**src/rtl/ctrl_pkg.sv**
```systemverilog
// Shared constants for the pipelined control unit: instruction encodings,
// ALU operation codes, control-word bit layout and the SYSCALL FSM states.
package ctrl_pkg;

  localparam int CTRL_W = 19;

  // Control-word bit offsets, LSB first
  localparam int F_ALU_OP     = 0;
  localparam int F_ALU_SRC    = 4;
  localparam int F_REG_WRITE  = 5;
  localparam int F_MEM_TO_REG = 6;
  localparam int F_MEM_WRITE  = 7;
  localparam int F_LB         = 8;
  localparam int F_SIGNED_EXT = 9;
  localparam int F_REG_DST    = 10;
  localparam int F_BEQ        = 11;
  localparam int F_BNE        = 12;
  localparam int F_BLTZ       = 13;
  localparam int F_JMP        = 14;
  localparam int F_JAL        = 15;
  localparam int F_JR         = 16;
  localparam int F_SRAV       = 17;
  localparam int F_SYSCALL    = 18;

  localparam logic [5:0] OP_RTYPE = 6'h00;
  localparam logic [5:0] OP_BLTZ  = 6'h01;
  localparam logic [5:0] OP_J     = 6'h02;
  localparam logic [5:0] OP_JAL   = 6'h03;
  localparam logic [5:0] OP_BEQ   = 6'h04;
  localparam logic [5:0] OP_BNE   = 6'h05;
  localparam logic [5:0] OP_ADDI  = 6'h08;
  localparam logic [5:0] OP_ADDIU = 6'h09;
  localparam logic [5:0] OP_SLTI  = 6'h0A;
  localparam logic [5:0] OP_ANDI  = 6'h0C;
  localparam logic [5:0] OP_ORI   = 6'h0D;
  localparam logic [5:0] OP_LB    = 6'h20;
  localparam logic [5:0] OP_LW    = 6'h23;
  localparam logic [5:0] OP_SW    = 6'h2B;

  localparam logic [5:0] FN_SLL     = 6'h00;
  localparam logic [5:0] FN_SRL     = 6'h02;
  localparam logic [5:0] FN_SRA     = 6'h03;
  localparam logic [5:0] FN_SRAV    = 6'h07;
  localparam logic [5:0] FN_JR      = 6'h08;
  localparam logic [5:0] FN_SYSCALL = 6'h0C;
  localparam logic [5:0] FN_ADD     = 6'h20;
  localparam logic [5:0] FN_ADDU    = 6'h21;
  localparam logic [5:0] FN_SUB     = 6'h22;
  localparam logic [5:0] FN_AND     = 6'h24;
  localparam logic [5:0] FN_OR      = 6'h25;
  localparam logic [5:0] FN_NOR     = 6'h27;
  localparam logic [5:0] FN_SLT     = 6'h2A;
  localparam logic [5:0] FN_SLTU    = 6'h2B;

  localparam logic [3:0] ALU_ADD  = 4'd0;
  localparam logic [3:0] ALU_ADDU = 4'd1;
  localparam logic [3:0] ALU_SUB  = 4'd2;
  localparam logic [3:0] ALU_AND  = 4'd3;
  localparam logic [3:0] ALU_OR   = 4'd4;
  localparam logic [3:0] ALU_NOR  = 4'd5;
  localparam logic [3:0] ALU_SLT  = 4'd6;
  localparam logic [3:0] ALU_SLTU = 4'd7;
  localparam logic [3:0] ALU_SLL  = 4'd8;
  localparam logic [3:0] ALU_SRL  = 4'd9;
  localparam logic [3:0] ALU_SRA  = 4'd10;

  typedef enum logic [1:0] {RUN, DRAIN, HALT} state_e;

endpackage

```
**src/rtl/ctrl_decode.sv**
```systemverilog
// Combinational MIPS decoder: instruction word to packed control word plus
// the architectural destination register.
module ctrl_decode
  import ctrl_pkg::*;
(
  input  logic [31:0]       instr_i,
  output logic [CTRL_W-1:0] ctrl_o,
  output logic [4:0]        dst_o
);

  logic [5:0] op;
  logic [5:0] funct;
  logic       unused_fields;

  assign op    = instr_i[31:26];
  assign funct = instr_i[5:0];
  // rs and shamt do not influence the control word
  assign unused_fields = ^{instr_i[25:21], instr_i[10:6]};

  always_comb begin
    ctrl_o = '0;
    case (op)
      OP_RTYPE: begin
        ctrl_o[F_REG_WRITE] = 1'b1;
        ctrl_o[F_REG_DST]   = 1'b1;
        case (funct)
          FN_ADD:  ctrl_o[F_ALU_OP +: 4] = ALU_ADD;
          FN_ADDU: ctrl_o[F_ALU_OP +: 4] = ALU_ADDU;
          FN_SUB:  ctrl_o[F_ALU_OP +: 4] = ALU_SUB;
          FN_AND:  ctrl_o[F_ALU_OP +: 4] = ALU_AND;
          FN_OR:   ctrl_o[F_ALU_OP +: 4] = ALU_OR;
          FN_NOR:  ctrl_o[F_ALU_OP +: 4] = ALU_NOR;
          FN_SLT:  ctrl_o[F_ALU_OP +: 4] = ALU_SLT;
          FN_SLTU: ctrl_o[F_ALU_OP +: 4] = ALU_SLTU;
          FN_SLL:  ctrl_o[F_ALU_OP +: 4] = ALU_SLL;
          FN_SRL:  ctrl_o[F_ALU_OP +: 4] = ALU_SRL;
          FN_SRA:  ctrl_o[F_ALU_OP +: 4] = ALU_SRA;
          FN_SRAV: begin
            ctrl_o[F_ALU_OP +: 4] = ALU_SRA;
            ctrl_o[F_SRAV]        = 1'b1;
          end
          FN_JR: begin
            ctrl_o       = '0;
            ctrl_o[F_JR] = 1'b1;
          end
          FN_SYSCALL: begin
            ctrl_o            = '0;
            ctrl_o[F_SYSCALL] = 1'b1;
          end
          default: ctrl_o = '0;
        endcase
      end
      OP_ADDI, OP_ADDIU, OP_SLTI: begin
        ctrl_o[F_ALU_SRC]    = 1'b1;
        ctrl_o[F_REG_WRITE]  = 1'b1;
        ctrl_o[F_SIGNED_EXT] = 1'b1;
        ctrl_o[F_ALU_OP +: 4] = (op == OP_ADDI)  ? ALU_ADD :
                                (op == OP_ADDIU) ? ALU_ADDU : ALU_SLT;
      end
      OP_ANDI, OP_ORI: begin
        ctrl_o[F_ALU_SRC]     = 1'b1;
        ctrl_o[F_REG_WRITE]   = 1'b1;
        ctrl_o[F_ALU_OP +: 4] = (op == OP_ANDI) ? ALU_AND : ALU_OR;
      end
      OP_LW, OP_LB: begin
        ctrl_o[F_ALU_SRC]    = 1'b1;
        ctrl_o[F_REG_WRITE]  = 1'b1;
        ctrl_o[F_MEM_TO_REG] = 1'b1;
        ctrl_o[F_SIGNED_EXT] = 1'b1;
        ctrl_o[F_LB]         = (op == OP_LB);
      end
      OP_SW: begin
        ctrl_o[F_ALU_SRC]    = 1'b1;
        ctrl_o[F_MEM_WRITE]  = 1'b1;
        ctrl_o[F_SIGNED_EXT] = 1'b1;
      end
      OP_BEQ: begin
        ctrl_o[F_BEQ]         = 1'b1;
        ctrl_o[F_ALU_OP +: 4] = ALU_SUB;
      end
      OP_BNE: begin
        ctrl_o[F_BNE]         = 1'b1;
        ctrl_o[F_ALU_OP +: 4] = ALU_SUB;
      end
      OP_BLTZ: ctrl_o[F_BLTZ] = 1'b1;
      OP_J:    ctrl_o[F_JMP]  = 1'b1;
      OP_JAL: begin
        ctrl_o[F_JAL]       = 1'b1;
        ctrl_o[F_REG_WRITE] = 1'b1;
      end
      default: ctrl_o = '0;
    endcase
  end

  assign dst_o = ctrl_o[F_JAL]     ? 5'd31 :
                 ctrl_o[F_REG_DST] ? instr_i[15:11] : instr_i[20:16];

endmodule

```
**src/rtl/pipe_ctrl_unit.sv**
```systemverilog
// Pipelined control unit: ID register, STAGES control-word stages, load-use
// stall, branch flush and the SYSCALL drain/halt state machine.
module pipe_ctrl_unit #(
  parameter int STAGES = 3,
  parameter int CTRL_W = ctrl_pkg::CTRL_W
) (
  input  logic              CLK,
  input  logic              RST,
  input  logic [31:0]       Instr,
  input  logic              IfValid,
  output logic              Ready,
  input  logic              BranchTaken,
  input  logic              Go,
  output logic [CTRL_W-1:0] EX_Ctrl,
  output logic [CTRL_W-1:0] MEM_Ctrl,
  output logic [CTRL_W-1:0] WB_Ctrl,
  output logic              EX_Valid,
  output logic              MEM_Valid,
  output logic              WB_Valid,
  output logic [4:0]        WB_Dst,
  output logic              Halted
);

  import ctrl_pkg::*;

  state_e            state_q, state_d;
  logic              id_valid_q, id_valid_d;
  logic [31:0]       id_instr_q, id_instr_d;
  logic [CTRL_W-1:0] id_ctrl;
  logic [4:0]        id_dst;

  logic [CTRL_W-1:0] ctrl_q [1:STAGES];
  logic [4:0]        dst_q  [1:STAGES];
  logic [STAGES:1]   valid_q;

  logic hazard, id_uses_rt, id_advance, id_is_sys, accept;

  ctrl_decode u_decode (
    .instr_i (id_instr_q),
    .ctrl_o  (id_ctrl),
    .dst_o   (id_dst)
  );

  assign id_uses_rt = (id_instr_q[31:26] == OP_RTYPE) | id_ctrl[F_MEM_WRITE] |
                      id_ctrl[F_BEQ] | id_ctrl[F_BNE];
  assign hazard = id_valid_q & valid_q[1] & ctrl_q[1][F_MEM_TO_REG] &
                  (dst_q[1] != 5'd0) &
                  ((dst_q[1] == id_instr_q[25:21]) |
                   (id_uses_rt & (dst_q[1] == id_instr_q[20:16])));
  assign id_advance = id_valid_q & ~hazard & ~BranchTaken;
  assign id_is_sys  = id_valid_q & id_ctrl[F_SYSCALL];
  assign accept     = IfValid & Ready & ~BranchTaken;

  always_comb begin
    id_valid_d = id_valid_q;
    id_instr_d = id_instr_q;
    if (BranchTaken) begin
      id_valid_d = 1'b0;
    end else if (accept) begin
      id_valid_d = 1'b1;
      id_instr_d = Instr;
    end else if (!hazard) begin
      id_valid_d = 1'b0;
    end
  end

  always_ff @(posedge CLK or posedge RST) begin
    if (RST) begin
      id_valid_q <= 1'b0;
      id_instr_q <= '0;
      state_q    <= RUN;
    end else begin
      id_valid_q <= id_valid_d;
      id_instr_q <= id_instr_d;
      state_q    <= state_d;
    end
  end

  // Nothing is fetched behind a SYSCALL sitting in ID, so the drain starts clean
  always_comb begin
    state_d = state_q;
    Ready   = 1'b0;
    Halted  = 1'b0;
    case (state_q)
      RUN: begin
        Ready = ~hazard & ~id_is_sys;
        if (id_advance && id_ctrl[F_SYSCALL]) state_d = DRAIN;
      end
      DRAIN: begin
        if (valid_q == '0 && !id_valid_q) state_d = HALT;
      end
      HALT: begin
        Halted = 1'b1;
        if (Go) state_d = RUN;
      end
      default: state_d = RUN;
    endcase
  end

  for (genvar gi = 1; gi <= STAGES; gi++) begin : gen_stage
    if (gi == 1) begin : gen_ex
      always_ff @(posedge CLK or posedge RST) begin
        if (RST) begin
          valid_q[gi] <= 1'b0;
          ctrl_q[gi]  <= '0;
          dst_q[gi]   <= '0;
        end else begin
          valid_q[gi] <= id_advance;
          ctrl_q[gi]  <= id_advance ? id_ctrl : '0;
          dst_q[gi]   <= id_advance ? id_dst : 5'd0;
        end
      end
    end else begin : gen_tail
      always_ff @(posedge CLK or posedge RST) begin
        if (RST) begin
          valid_q[gi] <= 1'b0;
          ctrl_q[gi]  <= '0;
          dst_q[gi]   <= '0;
        end else begin
          valid_q[gi] <= valid_q[gi-1];
          ctrl_q[gi]  <= ctrl_q[gi-1];
          dst_q[gi]   <= dst_q[gi-1];
        end
      end
    end
  end

  assign EX_Ctrl   = ctrl_q[1];
  assign MEM_Ctrl  = ctrl_q[2];
  assign WB_Ctrl   = ctrl_q[STAGES];
  assign EX_Valid  = valid_q[1];
  assign MEM_Valid = valid_q[2];
  assign WB_Valid  = valid_q[STAGES];
  assign WB_Dst    = dst_q[STAGES];

endmodule

```
**config.mk**
```make
export PLATFORM = sky130hd
export DESIGN_NAME = pipe_ctrl_unit
export DESIGN_NICKNAME = d
export VERILOG_FILES = /design/src/rtl/ctrl_pkg.sv /design/src/rtl/ctrl_decode.sv /design/src/rtl/pipe_ctrl_unit.sv
export SDC_FILE = /design/constraint.sdc
export NUM_CORES = 1
export LEC_CHECK = 0
export BUFFER_PORTS_ARGS = -buffer_cell sky130_fd_sc_hd__buf_2
export CAP_MARGIN = 20
export CORE_UTILIZATION = 52
export CTS_BUF_LIST = sky130_fd_sc_hd__clkbuf_4 sky130_fd_sc_hd__clkbuf_8 sky130_fd_sc_hd__clkbuf_16
export DETAILED_ROUTE_END_ITERATION = 10
export GPL_TIMING_DRIVEN = 0
export HOLD_SLACK_MARGIN = 0.12
export PLACE_DENSITY = 0.79
export SLEW_MARGIN = 20
export SYNTH_ARGS = -nofsm -noshare
export SYNTH_HDL_FRONTEND = slang
export SYNTH_SLANG_ARGS = --single-unit
export TNS_END_PERCENT = 100
```
**constraint.sdc**
```tcl
create_clock -name CLK -period 4.4 [get_ports CLK]
set_input_delay 0.44 -clock CLK [delete_from_list [all_inputs] [get_ports CLK]]
set_output_delay 0.44 -clock CLK [all_outputs]
set_load 0.05 [all_outputs]
```
==> summary.md, run 1 <==
| Metric | Value |
|---|---|
| Outcome | `completed` |
| Chip width | `90.4 um` |
| Layout cell share with drive strength beyond 1 | `37.2%` |
| Finished Core Util | `between 60% and 70%` |
| Peak VDD IR | `0.000224 V` |
| Gr usage total | `20.4%` |
| Seq/Total Area, Yosys | `64.7%` |
| WL final | `between 7000 and 8000 um` |
| First-pass GRT wire length | `13,000 um` |
| Die ar. | `8170 sq um` |
| Initial Utilization | `54.9%` |
| DP HPWL | `5770 um` |
| Post-synth ARST share | `between 90% and 100%` |
| Netlist cell types | `41` |
| Clk Tree Root Cell | `clkbuf_8` |
| TNS Setup | `0 ns` |
| Crit path DAT | `2.71 ns` |
| Clock Path Buffers | `2` |
| Number of global-route vias before repair | `2,704` |
| Startpoint type of the worst setup path | `register` |
| Vias per cell | `between 5 and 6` |
| CP Class | `register to output pin` |
| Final non-filler cell total | `521` |
| Minimum clock period | `3.15 ns` |
| CTS tree | `built` |
| Final setup violation count | `0` |
| P_leak | `0.00254 uW` |
| Hold Fails Final Rpt | `0` |
| Cell Rows | `31` |
| DR vias | `2,773` |
| CORE AREA | `about 7400 sq um` |
| CP Max Fanout | `9` |
| Maxcap violations | `0` |
| Initial antenna violation count | `0` |
| H-tree levels | `3` |
| Post-synth EDFFs | `0` |
| Die height | `between 90 and 100 um` |
| Routed length per instance | `between 10 and 15 um` |
| Drt first-iter violations | `157` |
| Synth warnings | `0` |
| Power density cells | `406 nW/um^2` |
| RD Place Congestion | `between 0.8 and 0.9` |
| Router iterations before antenna repair | `4` |
| Area Growth Syn to Fin | `21.8%` |
| Layout Nets | `454` |
| CTS Sinks | `105` |
| Antenna diodes | `0` |
| Count of state elements after synthesis | `105` |
| Post-Syn Area per Cell | `13.3 sq um` |
| Fin. max-slew vios | `0` |
| Clock Latency Late Sink | `0.36 ns` |
| Slew @ Worst Pin | `0.819 ns` |
| Fmax | `0.318 GHz` |
| Final Skew | `0.0125 ns` |
| Final antenna-violating net count | `0` |
| GRT Residual Overflow | `0` |
| Largest net degree at the start of global routing | `55` |
| Placed insts | `504` |
| Unrepaired setup endpoints after global routing | `false` |
| Slew headroom | `44.9%` |
| IO Pins | `around 100` |
| DRC Markers | `0` |
| CTS Buf Count | `9` |
| CP Capture Type | `output pin` |
| Post-CTS Resized | `0` |
| Synth Instances | `306` |
| Syn_nets | `343` |
| Hold Slack | `0.292 ns` |
| PortBufs | `98` |
| Period utilisation layout | `71.6%` |
| Worst min-delay path category | `primary input to register` |
| Fill count | `~570` |
| Clock Pin Slew Worst Setup and Hold Paths | `0.10 ns` |
| Syn Std Cell Area | `4060 sq um` |
| Prevailing post-synth register cell | `dfrtp_1` |
| WP data required | `3.96 ns` |
==> synth_stat cells, types with 2 or more instances <==
cell type    n  area (sq um)
a21oi_1     14          70.1
a31oi_1      8          50.1
and4_1       3          26.3
buf_4        5          37.5
buf_6        2          22.5
clkbuf_1    13          48.8
dfrtp_1    105          2630
inv_1        4          15.0
mux2_2       7          78.8
mux2_4      20           300
nand2_1     14          52.6
nand2b_1     8          50.1
nand3_1      3          15.0
nand3b_1     2          15.0
nand4_1      3          18.8
nor2_1      16          60.1
nor2b_1      8          50.1
nor3_1      13          65.1
nor3b_1      2          15.0
nor4_1      10          62.6
o21a_1       2          15.0
o21ai_0     12          60.1
o22a_1       2          17.5
o22ai_1      2          12.5
o32ai_1      2          17.5
xnor2_1      3          26.3
xor2_1       9          78.8
==> timing repair <==
action,4_1_cts,5_1_grt
endpoints found under the hold margin,12,0
hold buffers,1,0
setup endpoints to repair,0,0
setup buffers,0,0
==> kinds of logic (layout without fill, tap and decap cells) <==
family	after synthesis	after routing	share of synthesized area, %
AO/OA/AOI/OAI	47	47	7.51
XOR/XNOR	12	12	2.59
multiplexers	28	28	9.58
buffers and inverters	25	141	3.17
AND/OR/NAND/NOR	89	89	12.5
flip-flops	105	105	64.7
==> path summary, 6_finish.rpt <==
check | startpoint | to | slack (ns) | cells past startpoint
max | id_instr_q[26]$_DFFE_PP0P_ | Ready | 1.25 | 6
max reg2reg | id_instr_q[28]$_DFFE_PP0P_ | id_instr_q[11]$_DFFE_PP0P_ | 1.63 | 7
min reg2reg | dst_q[8]$_DFF_PP0_ | WB_Dst[3]$_DFF_PP0_ | 0.36 | 0
min | BranchTaken | id_valid_q$_DFFE_PP0P_ | 0.29 | 2
max in group asynchronous | RST | id_instr_q[5]$_DFFE_PP0P_ | 3.15 | 4
min in group asynchronous | RST | WB_Ctrl[7]$_DFF_PP0_ | 0.64 | 3
==> routing by layer <==
metal	vias to the layer above	global-route usage, %	wire length [um]
met2	99	33.3	3840
met5	-	0	0
met4	0	8.60	180
met3	16	4.21	400
li1	1310	-	-
met1	1348	26.6	3370
==> where the power goes <==
group,total [uW],switching (uW),internal [uW]
sequential,1050,39.9,1010
combinational,307,175,132
clock,650,311,339
total,2010,526,1480
==> placed cells by master, fill, tap and decap left out, types with 10 or more instances in the layout <==
master / netlist / layout
a21oi_1: 14 / 14
buf_2: 1 / 99
clkbuf_1: 13 / 13
dfrtp_1: 105 / 105
mux2_4: 20 / 20
nand2_1: 14 / 14
nor2_1: 16 / 16
nor3_1: 13 / 13
nor4_1: 10 / 10
o21ai_0: 12 / 12
==> stage by stage <==
step                power, uW  instance area (sq um)  worst slack (ns)
floorplan                1290                   4060              1.20
global placement         1360                   4680             0.259
detailed placement       1370                   4710              1.62
CTS                      2020                   4950              1.29
global route             2100                   4950              1.11
finish                   2010                   4950              1.25
==> sequential cells by signal, summed over array words and instances, names as in the netlist <==
signal      flops
EX_Ctrl        19
EX_Valid        1
MEM_Ctrl       19
MEM_Valid       1
WB_Ctrl        19
WB_Dst          5
WB_Valid        1
dst_q          10
id_instr_q     27
id_valid_q      1
state_q         2
==> layout make-up <==
class	count	area (sq um)	share of cell area [%]
flip-flops and latches	105	2630	53.1
well taps	99	124	2.50
multi-input cells	176	1310	26.4
plain buffers	21	114	2.30
clock inverters	5	88.8	1.80
clock buffers	11	139	2.81
repair buffers	100	528	10.7
inverters	4	20.0	0.405
==> worst max-delay path, cell delays in order (launching register included) <==
cell and delay (ns):
dfrtp_1 0.45, or4_4 0.56, nor4_2 0.63, nand2_1 0.26
nor2_1 0.17, nor4_1 0.06, buf_2 0.22
(Power assumes the default switching activity.)
==> run 2, diff against run 1 <==
--- a/config.mk
+++ b/config.mk
@@ -7,12 +7,12 @@
 export LEC_CHECK = 0
 export BUFFER_PORTS_ARGS = -buffer_cell sky130_fd_sc_hd__buf_2
 export CAP_MARGIN = 20
-export CORE_UTILIZATION = 52
+export CORE_UTILIZATION = 47
 export CTS_BUF_LIST = sky130_fd_sc_hd__clkbuf_4 sky130_fd_sc_hd__clkbuf_8 sky130_fd_sc_hd__clkbuf_16
 export DETAILED_ROUTE_END_ITERATION = 10
 export GPL_TIMING_DRIVEN = 0
 export HOLD_SLACK_MARGIN = 0.12
-export PLACE_DENSITY = 0.79
+export PLACE_DENSITY = 0.75
 export SLEW_MARGIN = 20
 export SYNTH_ARGS = -nofsm -noshare
 export SYNTH_HDL_FRONTEND = slang
==> constraint.sdc (replaced) <==
create_clock -name CLK -period 2.7 [get_ports CLK]
set_input_delay 0.27 -clock CLK [delete_from_list [all_inputs] [get_ports CLK]]
set_output_delay 0.27 -clock CLK [all_outputs]
set_load 0.05 [all_outputs]
==> summary.md, run 2 (synthesis gave the netlist of run 1 again) <==
| Metric | Value |
|---|---|
| Outcome | `completed (unchanged)` |
| Area Growth Syn to Fin | `24.6% (was 21.8%)` |
| Fmax | `roughly 0.38 GHz` |
| Drt first-iter violations | `125 (was 157)` |
| Crit path DAT | `2.88 ns (was 2.71 ns)` |
| CP Max Fanout | `10 (was 9)` |
| Worst path bufs/invs | `2 (was 1)` |
| Final setup violation count | `0 (unchanged)` |
| P_leak | `0.00259 uW (was 0.00254 uW)` |
| Routed length per instance | `15.3 um (was 15.0 um)` |
| Placed insts | `512 (was 504)` |
| CTS Buf Count | `9 (unchanged)` |
| RD Place Congestion | `0.868 (was 0.851)` |
| NetSw | `864 uW (was 526 uW)` |
| CTS Sinks | `105 (unchanged)` |
| Power density cells | `613 nW/um^2 (was 406 nW/um^2)` |
| DP HPWL | `5970 um (was 5770 um)` |
| Cell Rows | `33 (was 31)` |
| Hold-critical path depth | `2 (unchanged)` |
| Part of the power in combinational logic | `17.1% (was 15.3%)` |
| Worst flop-to-flop path endpoint | `id_instr_q[14]$_DFFE_PP0P_ (was id_instr_q[11]$_DFFE_PP0P_)` |
| R2R Setup Slk | `0.06 ns (was 1.63 ns)` |
| Slew @ Worst Pin | `0.689 ns (was 0.819 ns)` |
| Most frequent cells in the layout | `104 x dfrtp_1, 97 x buf_2, 20 x mux2_4, 16 x nor2_1 (was 105 x dfrtp_1, 99 x buf_2, 20 x mux2_4, 16 x nor2_1)` |
| Slowest cell delay on critical path | `0.57 ns (was 0.63 ns)` |
| Period utilisation layout | `97.7%` |
| Cell area after layout | `5060 sq um (was 4950 sq um)` |
| Final antenna-violating net count | `0 (unchanged)` |
| Die ar. | `9020 sq um (was 8170 sq um)` |
| Critical path, cell by cell | `or4_4 > or4_4 > buf_6 > o311ai_4 > nor4_4 > buf_6 > mux2_4 (was or4_4 > nor4_2 > nand2_1 > nor2_1 > nor4_1 > buf_2)` |
| Hold path endpoint | `id_instr_q[18]$_DFFE_PP0P_ (was id_valid_q$_DFFE_PP0P_)` |
| Initial Utilization | `49.0% (was 54.9%)` |
| WL final | `8220 um (was 7790 um)` |
| Worst setup margin | `0.0631 ns (was 1.25 ns)` |
| PortBufs | `98 (unchanged)` |
| CTS tree | `built (unchanged)` |
| Top reg by flops | `id_instr_q (unchanged)` |
| Fin. max-slew vios | `0 (unchanged)` |
| CP Class | `register to register (was register to output pin)` |
| Die height | `95.0 um (was 90.4 um)` |
| Minimum clock period | `approximately 2.6 ns` |
| Hold Slack | `0.139 ns (was 0.292 ns)` |
| Hold Fails Final Rpt | `0 (unchanged)` |
| CP Capture Type | `register (was output pin)` |
| HP Start | `Instr[18] (was BranchTaken)` |
| Antenna diodes | `0 (unchanged)` |
| Sw Ratio | `27.8% (was 26.2%)` |
| Worst min-delay path category | `primary input to register (unchanged)` |
| Pre-CTS WS | `-0.0375 ns (was 1.62 ns)` |
| GRT Residual Overflow | `0 (unchanged)` |
| Placement Cell Area | `4760 sq um (was 4710 sq um)` |
| Maxcap violations | `0 (unchanged)` |
| Register-to-Register Path Depth | `7 (unchanged)` |
| Layout cell share with drive strength beyond 1 | `39.6% (was 37.2%)` |
| Router iterations before antenna repair | `4 (unchanged)` |
| Slew headroom | `53.7% (was 44.9%)` |
| Initial antenna violation count | `0 (unchanged)` |
| Critical path depth in cells | `7 (was 6)` |
| WP data required | `2.94 ns (was 3.96 ns)` |
| Commonest non-fill, non-tap cell in the layout | `dfrtp_1 (unchanged)` |
| Clk Tree Root Cell | `clkbuf_8 (unchanged)` |
| Largest net degree at the start of global routing | `32 (was 55)` |
| DRC Markers | `0 (unchanged)` |
| Startpoint type of the worst setup path | `register (unchanged)` |
| Number of global-route vias before repair | `2,711 (was 2,704)` |
| First-pass GRT wire length | `13,000 um (about the same)` |
| Vias per cell | `5.25 (was 5.32)` |
| Clock Path Buffers | `2 (unchanged)` |
| Slowest CP cell | `or4_4 (was nor4_2)` |
| Part of the power in registers | `55.2% (was 52.4%)` |
| Clock power share | `27.7% (was 32.4%)` |
| CORE AREA | `8300 sq um (was 7410 sq um)` |
| IO Pins | `104 (unchanged)` |
| CP top delay family | `simple AND/OR/NAND/NOR gates (unchanged)` |
| Clock Pin Slew Worst Setup and Hold Paths | `0.09 ns (was 0.10 ns)` |
| Clock Latency Late Sink | `0.36 ns (about the same)` |
| Layout Nets | `467 (was 454)` |
| Chip width | `95.0 um (was 90.4 um)` |
| Final Power | `3100 uW (was 2010 uW)` |
| Final Skew | `0.0112 ns (was 0.0125 ns)` |
| Pint | `2240 uW (was 1480 uW)` |
| Peak VDD IR | `0.000325 V (was 0.000224 V)` |
| Worst R2R Start | `id_instr_q[27]$_DFFE_PP0P_ (was id_instr_q[28]$_DFFE_PP0P_)` |
| Gr usage total | `19.3% (was 20.4%)` |
| Final non-filler cell total | `539 (was 521)` |
| Max FFs per register | `27 (unchanged)` |
| H-tree levels | `3 (unchanged)` |
| DR vias | `2,830 (was 2,773)` |
[run 2: worst register-to-register path: cells and delay by family (launching register included)]
| kind | cells | cell delay (ns) |
|---|---|---|
| and+or+nand+nor | 3 | 1.12 |
| DFF | 1 | 0.45 |
| AOI/OAI and AO/OA | 1 | 0.35 |
| buffers and inverters | 2 | 0.32 |
| muxes | 1 | 0.30 |
[run 2: power by group through the flow]
stage | clock network (uW) | logic, uW | registers [uW]
floorplan | 0 | 355 | 1760
global placement | 0 | 475 | 1740
detailed placement | 0 | 501 | 1740
CTS | 875 | 518 | 1710
global route | 954 | 581 | 1720
finish | 860 | 531 | 1710
[run 2: per-layer routing]
layer	up-vias	track usage (%)	wire, um
li1	1322	-	-
met1	1377	24.8	3610
met2	112	30.9	3880
met3	19	4.91	482
met4	0	8.59	248
met5	-	0	0
[run 2: worst max path at each step]
stage                                from                          to  slack [ns]
2_1_floorplan  id_instr_q[26]$_DFFE_PP0P_   id_instr_q[0]$_DFFE_PP0P_        0.23
3_3_place_gp   id_instr_q[27]$_DFFE_PP0P_   id_instr_q[1]$_DFFE_PP0P_       -0.01
3_5_place_dp   id_instr_q[27]$_DFFE_PP0P_   id_instr_q[0]$_DFFE_PP0P_       -0.04
4_1_cts        id_instr_q[26]$_DFFE_PP0P_  id_instr_q[14]$_DFFE_PP0P_        0.01
5_1_grt        id_instr_q[26]$_DFFE_PP0P_                       Ready      -0.007
6_report       id_instr_q[27]$_DFFE_PP0P_  id_instr_q[14]$_DFFE_PP0P_        0.06
[run 2: layout make-up]
type | instances | area (sq um)
sequential | 105 | 2630
inverter | 4 | 18.8
fill | 648 | 3240
clock inverter | 5 | 31.3
tap | 105 | 131
clock buffer | 10 | 138
timing repair buffer | 113 | 661
buffer | 21 | 126
multi-input combinational | 176 | 1330
[run 2: through the flow]
stage               utilization (%)  setup TNS (ns)
finish                         61.0               0
detailed placement             57.4          -0.582
global placement               56.6          -0.142
CTS                            60.4               0
floorplan                         -               0
global route                   61.0        -0.00730
[run 2: what timing repair did]
action | in CTS | in global routing
setup endpoints to repair | 21 | 21
buffers inserted | 7 | 2
hold buffers | 1 | 3
hold endpoints to repair | 23 | 3
pin swaps | 4 | 2
gates resized for setup | 6 | 6
